===== config.mk =====
export PLATFORM = sky130hd
export DESIGN_NAME = nzcv_flag_unit
export DESIGN_NICKNAME = d
export VERILOG_FILES = /design/src/rtl/nzcv_pkg.sv /design/src/rtl/nzcv_cond_eval.sv /design/src/rtl/nzcv_flag_unit.sv
export SDC_FILE = /design/constraint.sdc
export NUM_CORES = 1
export LEC_CHECK = 0
export BUFFER_PORTS_ARGS = -buffer_cell sky130_fd_sc_hd__buf_2
export CAP_MARGIN = 40
export CORE_MARGIN = 4
export CORE_UTILIZATION = 35
export DETAILED_ROUTE_END_ITERATION = 10
export PLACE_DENSITY = 0.63
export SETUP_SLACK_MARGIN = 0.05
export SYNTH_ARGS = -nofsm -noshare
export SYNTH_HDL_FRONTEND = slang
export SYNTH_SLANG_ARGS = --single-unit

===== constraint.sdc =====
create_clock -name clk -period 2.7 [get_ports clk]
set_input_delay 0.54 -clock clk [delete_from_list [all_inputs] [get_ports clk]]
set_output_delay 0.54 -clock clk [all_outputs]
set_load 0.005 [all_outputs]

===== src/rtl/nzcv_pkg.sv =====
// Shared opcode, condition-code and flag-index definitions for the NZCV status unit.
package nzcv_pkg;

  typedef logic [3:0] nzcv_t;

  localparam logic [3:0] OP_ADD = 4'b0000;
  localparam logic [3:0] OP_SUB = 4'b0001;
  localparam logic [3:0] OP_MUL = 4'b0010;
  localparam logic [3:0] OP_CMP = 4'b1000;
  localparam logic [3:0] OP_NOP = 4'b1111;

  localparam logic [3:0] COND_EQ = 4'h0;
  localparam logic [3:0] COND_NE = 4'h1;
  localparam logic [3:0] COND_CS = 4'h2;
  localparam logic [3:0] COND_CC = 4'h3;
  localparam logic [3:0] COND_MI = 4'h4;
  localparam logic [3:0] COND_PL = 4'h5;
  localparam logic [3:0] COND_VS = 4'h6;
  localparam logic [3:0] COND_VC = 4'h7;
  localparam logic [3:0] COND_HI = 4'h8;
  localparam logic [3:0] COND_LS = 4'h9;
  localparam logic [3:0] COND_GE = 4'hA;
  localparam logic [3:0] COND_LT = 4'hB;
  localparam logic [3:0] COND_GT = 4'hC;
  localparam logic [3:0] COND_LE = 4'hD;
  localparam logic [3:0] COND_AL = 4'hE;
  localparam logic [3:0] COND_NV = 4'hF;

  localparam int FLAG_N = 3;
  localparam int FLAG_Z = 2;
  localparam int FLAG_C = 1;
  localparam int FLAG_V = 0;

endpackage


===== src/rtl/nzcv_cond_eval.sv =====
// Combinational evaluation of a 4-bit condition code against {N,Z,C,V}.
module nzcv_cond_eval
  import nzcv_pkg::*;
(
  input  logic [3:0] flags,
  input  logic [3:0] cond,
  output logic       pass
);

  logic n, z, c, v;

  always_comb begin
    n    = flags[FLAG_N];
    z    = flags[FLAG_Z];
    c    = flags[FLAG_C];
    v    = flags[FLAG_V];
    pass = 1'b0;
    case (cond)
      COND_EQ: pass = z;
      COND_NE: pass = !z;
      COND_CS: pass = c;
      COND_CC: pass = !c;
      COND_MI: pass = n;
      COND_PL: pass = !n;
      COND_VS: pass = v;
      COND_VC: pass = !v;
      COND_HI: pass = c && !z;
      COND_LS: pass = !c || z;
      COND_GE: pass = (n == v);
      COND_LT: pass = (n != v);
      COND_GT: pass = !z && (n == v);
      COND_LE: pass = z || (n != v);
      COND_AL: pass = 1'b1;
      default: pass = 1'b0;
    endcase
  end

endmodule


===== src/rtl/nzcv_flag_unit.sv =====
// Registered NZCV flag register with ALU-driven update, direct write, condition
// evaluation and a LIFO save/restore stack for exception entry/return.
module nzcv_flag_unit
  import nzcv_pkg::*;
#(
  parameter int         WIDTH       = 32,
  parameter int         DEPTH       = 4,
  parameter logic [3:0] RESET_FLAGS = 4'b0000
) (
  input  logic             clk,
  input  logic             rst_n,
  input  logic             in_valid,
  input  logic [3:0]       opcode,
  input  logic             s_bit,
  input  logic [WIDTH-1:0] in1,
  input  logic [WIDTH-1:0] in2,
  input  logic [WIDTH-1:0] op_result,
  input  logic             wr_en,
  input  logic [3:0]       wr_flags,
  input  logic             push,
  input  logic             pop,
  input  logic [3:0]       cond,
  output logic [3:0]       flags,
  output logic             cond_pass,
  output logic             stack_full,
  output logic             stack_empty,
  output logic             stack_err
);

  localparam int PTR_W = $clog2(DEPTH + 1);
  localparam int IDX_W = (DEPTH > 1) ? $clog2(DEPTH) : 1;

  // CMP ignores op_result and flags its own in1-in2; MUL leaves V as it was.
  function automatic nzcv_t alu_flags(input logic [3:0]       op,
                                      input logic [WIDTH-1:0] a,
                                      input logic [WIDTH-1:0] b,
                                      input logic [WIDTH-1:0] r,
                                      input logic             v_prev);
    logic signed [WIDTH-1:0] sa;
    logic signed [WIDTH-1:0] sb;
    logic signed [WIDTH-1:0] res;
    logic        [WIDTH:0]   sum;
    nzcv_t                   f;
    sa  = $signed(a);
    sb  = $signed(b);
    res = (op == OP_CMP) ? $signed(a - b) : $signed(r);
    sum = {1'b0, a} + {1'b0, b};
    f[FLAG_N] = res[WIDTH-1];
    f[FLAG_Z] = (res == '0);
    case (op)
      OP_ADD: begin
        f[FLAG_C] = sum[WIDTH];
        f[FLAG_V] = (sa[WIDTH-1] == sb[WIDTH-1]) && (res[WIDTH-1] != sa[WIDTH-1]);
      end
      OP_SUB, OP_CMP: begin
        f[FLAG_C] = (a >= b);
        f[FLAG_V] = (sa[WIDTH-1] != sb[WIDTH-1]) && (res[WIDTH-1] != sa[WIDTH-1]);
      end
      OP_MUL: begin
        f[FLAG_C] = 1'b0;
        f[FLAG_V] = v_prev;
      end
      default: begin
        f[FLAG_C] = 1'b0;
        f[FLAG_V] = 1'b0;
      end
    endcase
    return f;
  endfunction

  nzcv_t            flags_q, flags_d;
  logic [PTR_W-1:0] ptr_q, ptr_d, ptr_dec;
  logic             err_q, err_d;
  logic             push_ok, pop_ok, alu_upd;
  logic             full, empty;
  nzcv_t            stack_top;
  nzcv_t            stack_mem [0:(1<<IDX_W)-1];

  assign full      = (ptr_q == PTR_W'(DEPTH));
  assign empty     = (ptr_q == '0);
  assign ptr_dec   = ptr_q - PTR_W'(1);
  assign stack_top = stack_mem[ptr_dec[IDX_W-1:0]];

  always_comb begin
    push_ok = push && !pop && !full;
    pop_ok  = pop && !push && !empty;
    err_d   = (push && pop) || (push && !pop && full) || (pop && !push && empty);
    alu_upd = in_valid && s_bit && (opcode != OP_NOP);

    ptr_d = ptr_q;
    if (push_ok)     ptr_d = ptr_q + PTR_W'(1);
    else if (pop_ok) ptr_d = ptr_dec;

    flags_d = flags_q;
    if (wr_en)        flags_d = wr_flags;
    else if (pop_ok)  flags_d = stack_top;
    else if (alu_upd) flags_d = alu_flags(opcode, in1, in2, op_result, flags_q[FLAG_V]);
  end

  always_ff @(posedge clk or negedge rst_n) begin
    if (!rst_n) begin
      flags_q <= RESET_FLAGS;
      ptr_q   <= '0;
      err_q   <= 1'b0;
    end else begin
      flags_q <= flags_d;
      ptr_q   <= ptr_d;
      err_q   <= err_d;
    end
  end

  // Stack storage holds data only; the pointer alone defines what is valid.
  always_ff @(posedge clk) begin
    if (push_ok) stack_mem[ptr_q[IDX_W-1:0]] <= flags_q;
  end

  nzcv_cond_eval u_cond (
    .flags (flags_q),
    .cond  (cond),
    .pass  (cond_pass)
  );

  assign flags       = flags_q;
  assign stack_full  = full;
  assign stack_empty = empty;
  assign stack_err   = err_q;

endmodule


# ---- Word level (Yosys, flattened, before mapping)
# Memories as Yosys holds them, arrays and structs flattened.
# Index checks and enable logic that the tools add are counted.
dict set report op_classes {
  n_addsub 4
  n_lt_le_gt_ge 1
  eq_ne 25
  mux 10
  reduce_logical 33
}
# operator n
set op_table {}
lappend op_table {{32-bit by 32-bit adder with 33-bit output} 1}
lappend op_table {{4-bit == test (second input constant)} 8}
lappend op_table {{32-bit >= comparator} 1}
lappend op_table {{32-bit logical NOT} 1}
lappend op_table {{32-bit 2-to-1 mux} 1}
lappend op_table {{32-bit subtractor} 1}
lappend op_table {{4-bit by 3-bit == test with 1-bit output (second input constant)} 4}
lappend op_table {{1-bit one-hot mux with 15 select lines} 1}
lappend op_table {{1-bit logical AND} 13}
lappend op_table {{4-bit by 2-bit == test with 1-bit output (second input constant)} 3}
lappend op_table {{4-bit 2-to-1 mux} 3}
lappend op_table {{4-bit by 1-bit == test with 1-bit output (second input constant)} 2}
lappend op_table {{1-bit logical NOT} 8}
lappend op_table {{4-bit logical NOT} 2}
lappend op_table {{3-bit 2-to-1 mux} 2}
lappend op_table {{2-bit one-hot mux with 3 select lines} 1}
lappend op_table {{1-bit logical OR} 4}
lappend op_table {{4-bit inequality test (second input constant)} 1}
lappend op_table {{3-bit by 1-bit adder with 3-bit output (second input constant)} 1}
lappend op_table {{3-bit == test (second input constant)} 1}
lappend op_table {{3-bit logical NOT} 1}
lappend op_table {{1-bit inequality test} 3}
lappend op_table {{3-bit inequality test (second input constant)} 1}
lappend op_table {{3-bit nonzero test} 1}
lappend op_table {{other kinds (6)} 8}
dict set report totals {
  regBits 8
  ramBits 16
  memories 1
  output_inout_bits 8
}
# name depth width read_ports rd_ports_with_merged_regs write_ports line
set mem_list {}
lappend mem_list {stack_mem 4 4 1 0 1 nzcv_flag_unit.sv:77} ;# nzcv_t stack_mem [0:(1<<IDX_W)-1];

# ---- Longest topological paths before layout
# Gate-level depths: netlist (run 1).
dict set report logic_depth {
  depth_word 8
  depth_mapped 14
  mapped_depth_nobuf 14
}

# ---- Hierarchy
# Synthesis (run 1) repeated with hierarchy kept, for this count alone.
dict set report unflattened {
  cells_unflattened 564
  area_unflattened_um2 4352.9
}
# module cells_each instances seq_area_each_um2 area_per_inst_um2
set modules_own_cells {}
lappend modules_own_cells {nzcv_flag_unit 536 1 680.7 4159.0}
lappend modules_own_cells {nzcv_cond_eval 28 1 0.0 193.9}

# ---- Worst setup path after synthesis (run 1)
# Ideal clock, no wire load.
dict set report synth_timing {
  path_kind {input to register}
  start {in in1[0]}
  end {reg flags_q[2] (netlist: flags[2])}
  setup_time_ns 0.076
  path_stages 14
  setup_slack_ns -0.237
  required_ns 2.624
  t_arrival_ns 2.860
  n_path_buf 0
  cell_sequence {inv_1 > ha_1 > fa_1 > nor2b_4 > o31ai_4 > a211oi_1 > a211o_1 > a41oi_2 > o221ai_2 > a21oi_2 > xnor2_1 > nor4b_1 > o2111ai_1 > o21ai_1}
}
dict set report synth_between {
  elab_chain_cells 6
}
# element line
set synth_lines {}
lappend synth_lines {{start, declared} nzcv_flag_unit.sv:15} ;# input logic [WIDTH-1:0] in1,
lappend synth_lines {{32-bit subtractor} nzcv_flag_unit.sv:46} ;# res = (op == OP_CMP) ? $signed(a - b) : $signed(r);
lappend synth_lines {{32-bit 2-to-1 mux} nzcv_flag_unit.sv:46}
lappend synth_lines {{32-bit logical NOT} nzcv_flag_unit.sv:49} ;# f[FLAG_Z] = (res == '0);
lappend synth_lines {{4-bit 2-to-1 mux} nzcv_flag_unit.sv:97} ;# else if (alu_upd) flags_d = alu_flags(opcode, in1, in2, op_result, flags_q[FLAG_V]);
lappend synth_lines {{4-bit 2-to-1 mux} nzcv_flag_unit.sv:96} ;# else if (pop_ok) flags_d = stack_top;
lappend synth_lines {{4-bit 2-to-1 mux} nzcv_flag_unit.sv:95} ;# if (wr_en) flags_d = wr_flags;
lappend synth_lines {{end signal, assigned} nzcv_flag_unit.sv:106} ;# flags_q <= flags_d;
lappend synth_lines {{end, declared} nzcv_flag_unit.sv:71} ;# nzcv_t flags_q, flags_d;
# Every way passes these cells. The select of a mux whose other input is x is not followed.
# A chain may end at the register's enable or synchronous reset.

# ---- Final worst setup path (run 1)
# Same ends and word-level chain as after synthesis.

==> summary.txt, run 1 <==
Detailed routing
  – Total wire length: ~13,000 µm
  – Via count: around 4,600
  – Post-DRT Antenna Nets: 0
  – Vias/cell: around 5.2
  – DRC Markers: 0
  – Initial DRT Pass Iterations: 5
  – WL per Instance: ~15 µm
  – Starting DRT DRC Count: 254

GRT
  – Largest net degree at the start of global routing: 15
  – Vias in the first global route: around 4,700
  – Global router's overall resource usage: 0.191
  – First-pass GRT wire length: ~21,000 µm
  – Antenna violations before repair: 0
  – Total grt overflow: 0

Finish
  – Area grow syn2layout: 53.7%
  – Final net count: approximately 930
  – Layout cells sized above 1: 0.421
  – Design area: around 6200 µm²
  – Antenna Cells: 0
  – Post-Layout Cell Count: between 800 and 900

Timing
  – Fin. max-slew vios: 0
  – Final worst slack: -0.197 ns
  – Setup TNS: -0.298 ns
  – Final Cycle Share: 1.07
  – Achievable frequency: roughly 0.35 GHz
  – Skew final: roughly 0.0024 ns
  – Worst Max-Slew Pin Slew: 0.508 ns
  – RSZ-0062 raised after global routing: true
  – Final setup viols: 3
  – Max_slew headroom: 0.658
  – Final min period: 2.90 ns
  – Fin. Hold Viols: 0

Floorplanning
  – Core area: 11,400 µm²
  – Initial Util: 0.357
  – Row count: 39
  – Die Span X: ~120 µm
  – Chip height: 116 µm
  – DIE AREA: 13,400 µm²
  – # IOs: around 120

Placed design
  – Placed Area: about 5600 µm²
  – Dpl ws: -0.623 ns
  – GPL Wtd Cong: 0.899
  – Dpl hpwl: roughly 11,000 µm
  – I/O Buffers: between 100 and 150
  – Dpl cells: approximately 870

Yosys
  – Mux contribution to synthesized area: 0.0299
  – Synth Area in XOR/XNOR: 0.0647
  – Largest family of logic cells by synthesized area: compound AO/OA/AOI/OAI gates
  – Syn_nets: approximately 700
  – Compound-gate portion of the synthesized area: 0.262
  – Netlist Area Pre-Place: ~4100 µm²
  – Synth Register Bits: 24
  – Post-synth cell types: 65
  – Sequential share of the synthesized area: 0.167
  – Syn Inst Count: a little over 500
  – Top-area cell type share of the netlist area: 0.216
  – Adder and majority gate portion of the synthesized area: 0.220
  – Yosys top cell by area: ha_1
  – Post-synth ARST share: 0.333
  – Avg Cell Area, Syn: between 7 and 8 µm²
  – Top post-synthesis cells by count: ha_1 (70), a21oi_1 (57), inv_1 (51)
  – Post-synth EDFFs: 16
  – Synth Flop Type: edfxtp_1
  – Count leader, synth: ha_1
  – Fraction of the mapped netlist area in simple logic gates: 0.186
  – Top cells by area, synth: ha_1 (22%), edfxtp_1 (12%), a21oi_1 (7.0%)
  – Yosys warns: 0

Hold path
  – Min-delay worst type: in2async

CTS
  – H-tree Lvls: 1
  – CTS root buffer: clkbuf_16
  – CTS Sinks: 24
  – Clock Path Buffers: 2
  – Total CTS buffers: 3
  – Clk Latency, worst-skew pair: ~0.26 ns
  – Worst-path clk slew: about 0.06 ns
  – CTS tree: yes

Run status
  – Status: finished with violations
  – Failing checks: negative setup slack

Setup path
  – Crit path largest cell delay: a little over 0.3 ns
  – Crit path arrival time: around 3.1 ns
  – Startpoint Class: input port
  – Worst Setup End Kind: flop
  – WS Path Type: in2reg
  – Crit path cell chain: buf_8 -> inv_8 -> ha_4 -> fa_2 -> nor2b_4 -> o31ai_4 -> nand3_2 -> a21bo_2 -> xor2_1 -> nor4_1 -> nand4_1 -> o31ai_1 -> and3_1 -> o2111ai_1 -> o21ai_1
  – Slowest cell on crit path: nor4_1
  – Crit-path max FO: 3
  – WP data required: ~2.9 ns

Pwr
  – Leak Pwr: just under 3 nW
  – Gate power share: 0.605
  – Max VDD drop: 0.000398 V
  – Int Power: roughly 1.5 mW
  – PD cells: slightly below 400 nW/µm²
  – Total power: ~2.4 mW
  – Clock network fraction of design power: 0.176
  – Switching Fraction: 0.376
  – Sequential fraction of design power: 0.219
  – Net Sw Power: roughly 0.90 mW

Flow run
  – Max Cap Violations: 0
==> final cells by class <==
type                    instances  area (µm²)
clock inverters                 1        30.0
well taps                     143         179
repair buffers                239        1580
clock buffers                   3        75.1
flip-flops and latches         24         681
inverters                      51         204
multi-input cells             420        3490
fillers                      1040        5120
==> per-stage QoR <==
| step | utilization | hold WS [ns] |
|---|---|---|
| final | 0.549 | 0.121 |
| after global routing | 0.549 | 0.140 |
| after CTS | 0.529 | 0.138 |
| after detailed placement | 0.495 | 0.416 |
| after global placement | 0.495 | 0.407 |
| after floorplan | - | 0.244 |
==> logic make-up after synthesis <==
group	count (synthesis)
mux	7
fa+ha+maj	71
buf+inv	74
xor+xnor	30
simple gates	150
compound gates	162
flops	24
==> power groups by stage <==
stage / combinational (mW) / clock (mW) / sequential (mW)
2_1_floorplan: 0.775 / 0 / 0.518
3_3_place_gp: 1.26 / 0 / 0.526
3_5_place_dp: 1.29 / 0 / 0.534
4_1_cts: 1.38 / 0.426 / 0.526
5_1_grt: 1.59 / 0.448 / 0.534
6_report: 1.45 / 0.424 / 0.527
==> registers in the layout, indices dropped and copies added (netlist names) <==
register and count:
stack_mem 16, flags 4, ptr_q 3, stack_err 1
==> worst max-delay path: cells and delay by family <==
kind                     cells  cell delay [ns]
AND/OR/NAND/NOR              5             0.91
AO/OA/AOI/OAI                5             0.98
adder cells (fa/ha/maj)      2             0.35
XOR/XNOR                     1             0.15
buffers and inverters        2             0.15
==> what timing repair did <==
item                                    CTS  global route
setup buffers                             7             5
endpoints found under the setup margin    4             4
pin swaps                                31            20
hold buffers                              0             0
gates resized for setup                  43            39
==> layout by cell type, fill, tap and decap left out, types with 3 or more instances in the layout <==
cell type and instances:
and3_4 3, buf_6 11, a21oi_4 4, mux4_2 4
o21bai_1 12, nor2b_1 4, nor4_1 14, inv_2 4
ha_4 14, edfxtp_1 16, and3_1 3, a21oi_1 47
nor2_1 29, clkbuf_16 3, a211o_1 3, xor2_1 10
buf_2 114, buf_4 111, xnor2_1 19, nand2_1 48
dfrtp_1 8, a21o_1 5, inv_1 44, ha_1 54
and2_1 7, a21oi_2 7, o311ai_1 3, nor3b_1 5
nand3_1 5, a31oi_1 4, o21ai_1 7, nand4_1 11
o21ai_0 21, o21a_1 5, o31ai_1 7, o21ai_2 3
nor3_1 8
==> path summary, 6_finish.rpt <==
path,start,slack [ns],cells past startpoint,end
min in group clk,wr_flags[3],0.52,2,flags[3]
hold / removal,rst_n,0.12,1,stack_err
setup / recovery,in1[0],-0.20,15,flags[2]
max in group asynchronous,rst_n,2.40,1,flags[2]
setup reg to reg,ptr_q[1],0.60,9,flags[1]
hold reg to reg,ptr_q[2],0.53,1,ptr_q[2]
==> per-layer routing <==
layer,part of all wire,wire [µm],GRT usage,up-vias
met5,0,0,0,-
met4,0.0067,88,0.0294,0
met3,0.063,833,0.0204,13
met2,0.49,6520,0.346,153
met1,0.44,5760,0.250,2112
li1,-,-,-,2323
(Power assumes the default switching activity.)
==> inputs of run 2 (changes only) <==
Settings changed: CAP_MARGIN 40 to 20.
Clock period 2.7 ns to 3.3 ns, I/O delays scaled along.
==> run 2 against run 1 <==
  * The flow now finishes without violations
  * Global-route usage decreased by 1.8 points
  * Non-clock buffer count down 65
  * Clock power decreased by 18%
  * Via count is 6.9% lower
  * Critical path type unchanged
  * Die area unchanged
  * Cell count down 7.4%
  * Largest power group unchanged
  * Register-to-register slack improved by 0.17 ns
  * Setup slack gained 0.40 ns
  * Sequential power shrank 15%
  * Sequential cell count is the same
==> summary.txt, run 2 (synthesis gave the netlist of run 1 again) <==
Run status
  – Status: complete, no violations

Finish
  – Most common library cell in the layout ignoring fill and taps: buf_2
  – Area grow syn2layout: 32.7%
  – Largest register FFs: 16 (unchanged)
  – Fin util: 0.474 (-0.0752)
  – Post-Layout Cell Count: 816 (-7.4%)
  – Commonest cells after routing, fill and taps aside: buf_2 (120), ha_1 (68), a21oi_1 (55)
  – Final net count: 860 (-7.0%)
  – Antenna Cells: 0 (unchanged)
  – Layout cells sized above 1: 0.314 (-0.108)

CTS
  – Clock Path Buffers: 2 (unchanged)
  – CTS root buffer: clkbuf_16
  – # hold bufs at CTS: 0 (unchanged)
  – CTS tree: yes
  – Clk Latency, worst-skew pair: 0.26 ns (about the same)
  – Worst-path clk slew: 0.06 ns (about the same)
  – Total CTS buffers: 3 (unchanged)
  – CTS Sinks: 24 (unchanged)
  – H-tree Lvls: 1 (unchanged)

Pwr
  – Int Power: 1.09 mW (-27%)
  – Leak Pwr: 2.59 nW (-12%)
  – Switching Fraction: 0.382 (+0.00675)
  – PD cells: 327 nW/µm² (-15%)
  – Sequential fraction of design power: 0.255 (+0.036)
  – Net Sw Power: 0.675 mW (-25%)
  – Clock network fraction of design power: 0.198 (+0.022)
  – Gate power share: 0.547 (-0.058)
  – Max VDD drop: 0.000308 V (-23%)

Timing
  – Max_slew headroom: 0.545 (-0.113)
  – Skew final: 0.00475 ns (+0.00238 ns)
  – Worst Max-Slew Pin Slew: 0.681 ns (+0.173 ns)
  – Final setup viols: 0 (-3)
  – Final Cycle Share: 0.938
  – Setup TNS: 0 ns (+0.298 ns)
  – WHS: 0.250 ns (+0.129 ns)
  – Fin. Hold Viols: 0 (unchanged)
  – Final min period: roughly 3.1 ns
  – RSZ-0062 raised after global routing: true
  – Achievable frequency: approximately 0.32 GHz
  – Fin. max-slew vios: 0 (unchanged)
  – Final worst slack: 0.204 ns (+0.402 ns)

Flow run
  – Max Cap Violations: 0 (unchanged)

Setup path
  – WP data required: 3.49 ns (+0.60 ns)
  – Crit path largest cell delay: 0.35 ns (+0.04 ns)
  – R2R Path End: stack_mem[3][1]
  – R2r setup slk: 0.77 ns (+0.17 ns)
  – Crit path arrival time: 3.29 ns (+0.21 ns)
  – Slowest cell on crit path: ha_1
  – Worst Setup End Kind: flop
  – Most frequent CP cell: buf_4
  – Crit path buffers/inverters: 3 (+1)
  – WS Path Type: in2reg
  – CP delay by family, top: compound AO/OA/AOI/OAI gates
  – Cells on worst reg2reg path: 5 (-4)
  – Crit path cell chain: buf_2 -> ha_1 -> a21oi_2 -> buf_4 -> o21ai_0 -> a211oi_1 -> o31ai_2 -> buf_4 -> a41oi_1 -> xnor2_1 -> nand4_1 -> o31ai_1 -> and3_1 -> o2111ai_2 -> o21ai_1
  – Crit-path max FO: 4 (+1)
  – Startpoint Class: input port
  – Worst r2r src: ptr_q[0]

Placed design
  – GPL Wtd Cong: 0.830 (-7.6%)
  – I/O Buffers: 122 (unchanged)
  – Dpl ws: -0.199 ns (+0.424 ns)
  – Dpl cells: 809 (-6.5%)
  – Dpl hpwl: 10,300 µm (-4.7%)

Floorplanning
  – Chip height: 116 µm (unchanged)
  – DIE AREA: 13,400 µm² (unchanged)
  – Row count: 39 (unchanged)
  – Die Span X: 116 µm (unchanged)
  – Initial Util: 0.357 (unchanged)
  – Core area: 11,400 µm² (unchanged)
  – # IOs: 123 (unchanged)

GRT
  – Largest net degree at the start of global routing: 15 (unchanged)
  – Vias in the first global route: 4,065 (-13%)
  – Antenna violations before repair: 0 (unchanged)
  – First-pass GRT wire length: 19,100 µm (-9.9%)
  – Global router's overall resource usage: 0.173 (-0.0183)
  – Total grt overflow: 0 (unchanged)

Detailed routing
  – Via count: 4,284 (-6.9%)
  – DRC Markers: 0 (unchanged)
  – Post-DRT Antenna Nets: 0 (unchanged)
  – WL per Instance: 14.7 µm (-2.1%)
  – Total wire length: 12,000 µm (-9.3%)
  – Vias/cell: 5.25 (+0.53%)
  – Initial DRT Pass Iterations: 4 (-1)
  – Starting DRT DRC Count: 252 (-0.79%)

Hold path
  – Min-delay worst type: in2async
==> run 2: layout make-up <==
class	instances	area, µm²
Tap cell	143	179
Sequential cell	24	681
Inverter	51	196
Clock buffer	3	75.1
Timing Repair Buffer	174	1020
Fill cell	1131	5980
Multi-Input combinational cell	420	3210
Clock inverter	1	30.0
==> run 2: stage by stage <==
| stage | power (mW) | cell area (µm²) |
|---|---|---|
| detailed placement | 1.38 | 5130 |
| global route | 1.90 | 5390 |
| floorplan | 1.04 | 4060 |
| finish | 1.77 | 5390 |
| global placement | 1.37 | 5130 |
| CTS | 1.74 | 5230 |
==> run 2: power groups by stage <==
stage / Clock (mW) / Sequential, mW / Combinational [mW]
final: 0.349 / 0.450 / 0.966
after floorplan: 0 / 0.424 / 0.618
after detailed placement: 0 / 0.457 / 0.927
after global placement: 0 / 0.452 / 0.915
after global routing: 0.361 / 0.462 / 1.08
after CTS: 0.352 / 0.451 / 0.935
==> run 2: routing by layer <==
layer | vias up | track usage | share of wire
li1 | 2186 | - | -
met1 | 1989 | 0.244 | 0.47
met2 | 101 | 0.297 | 0.47
met3 | 8 | 0.0104 | 0.044
met4 | 0 | 0.0263 | 0.0078
met5 | - | 0 | 0
==> run 2: worst max-delay path by stage <==
stage	from	cells past startpoint	slack (ns)	to
floorplan	in1[0]	14	0.24	flags[2]
global placement	in2[2]	17	-0.12	flags[2]
detailed placement	in1[0]	16	-0.20	flags[2]
CTS	in1[2]	15	0.06	flags[2]
global route	in2[2]	15	-0.07	flags[2]
finish	in1[6]	15	0.20	flags[2]
==> run 2: timing repair <==
item | 4_1_cts | 5_1_grt
buffers inserted | 0 | 3
endpoints found under the hold margin | 0 | 0
setup endpoints to repair | 0 | 4
resized for setup | 0 | 30
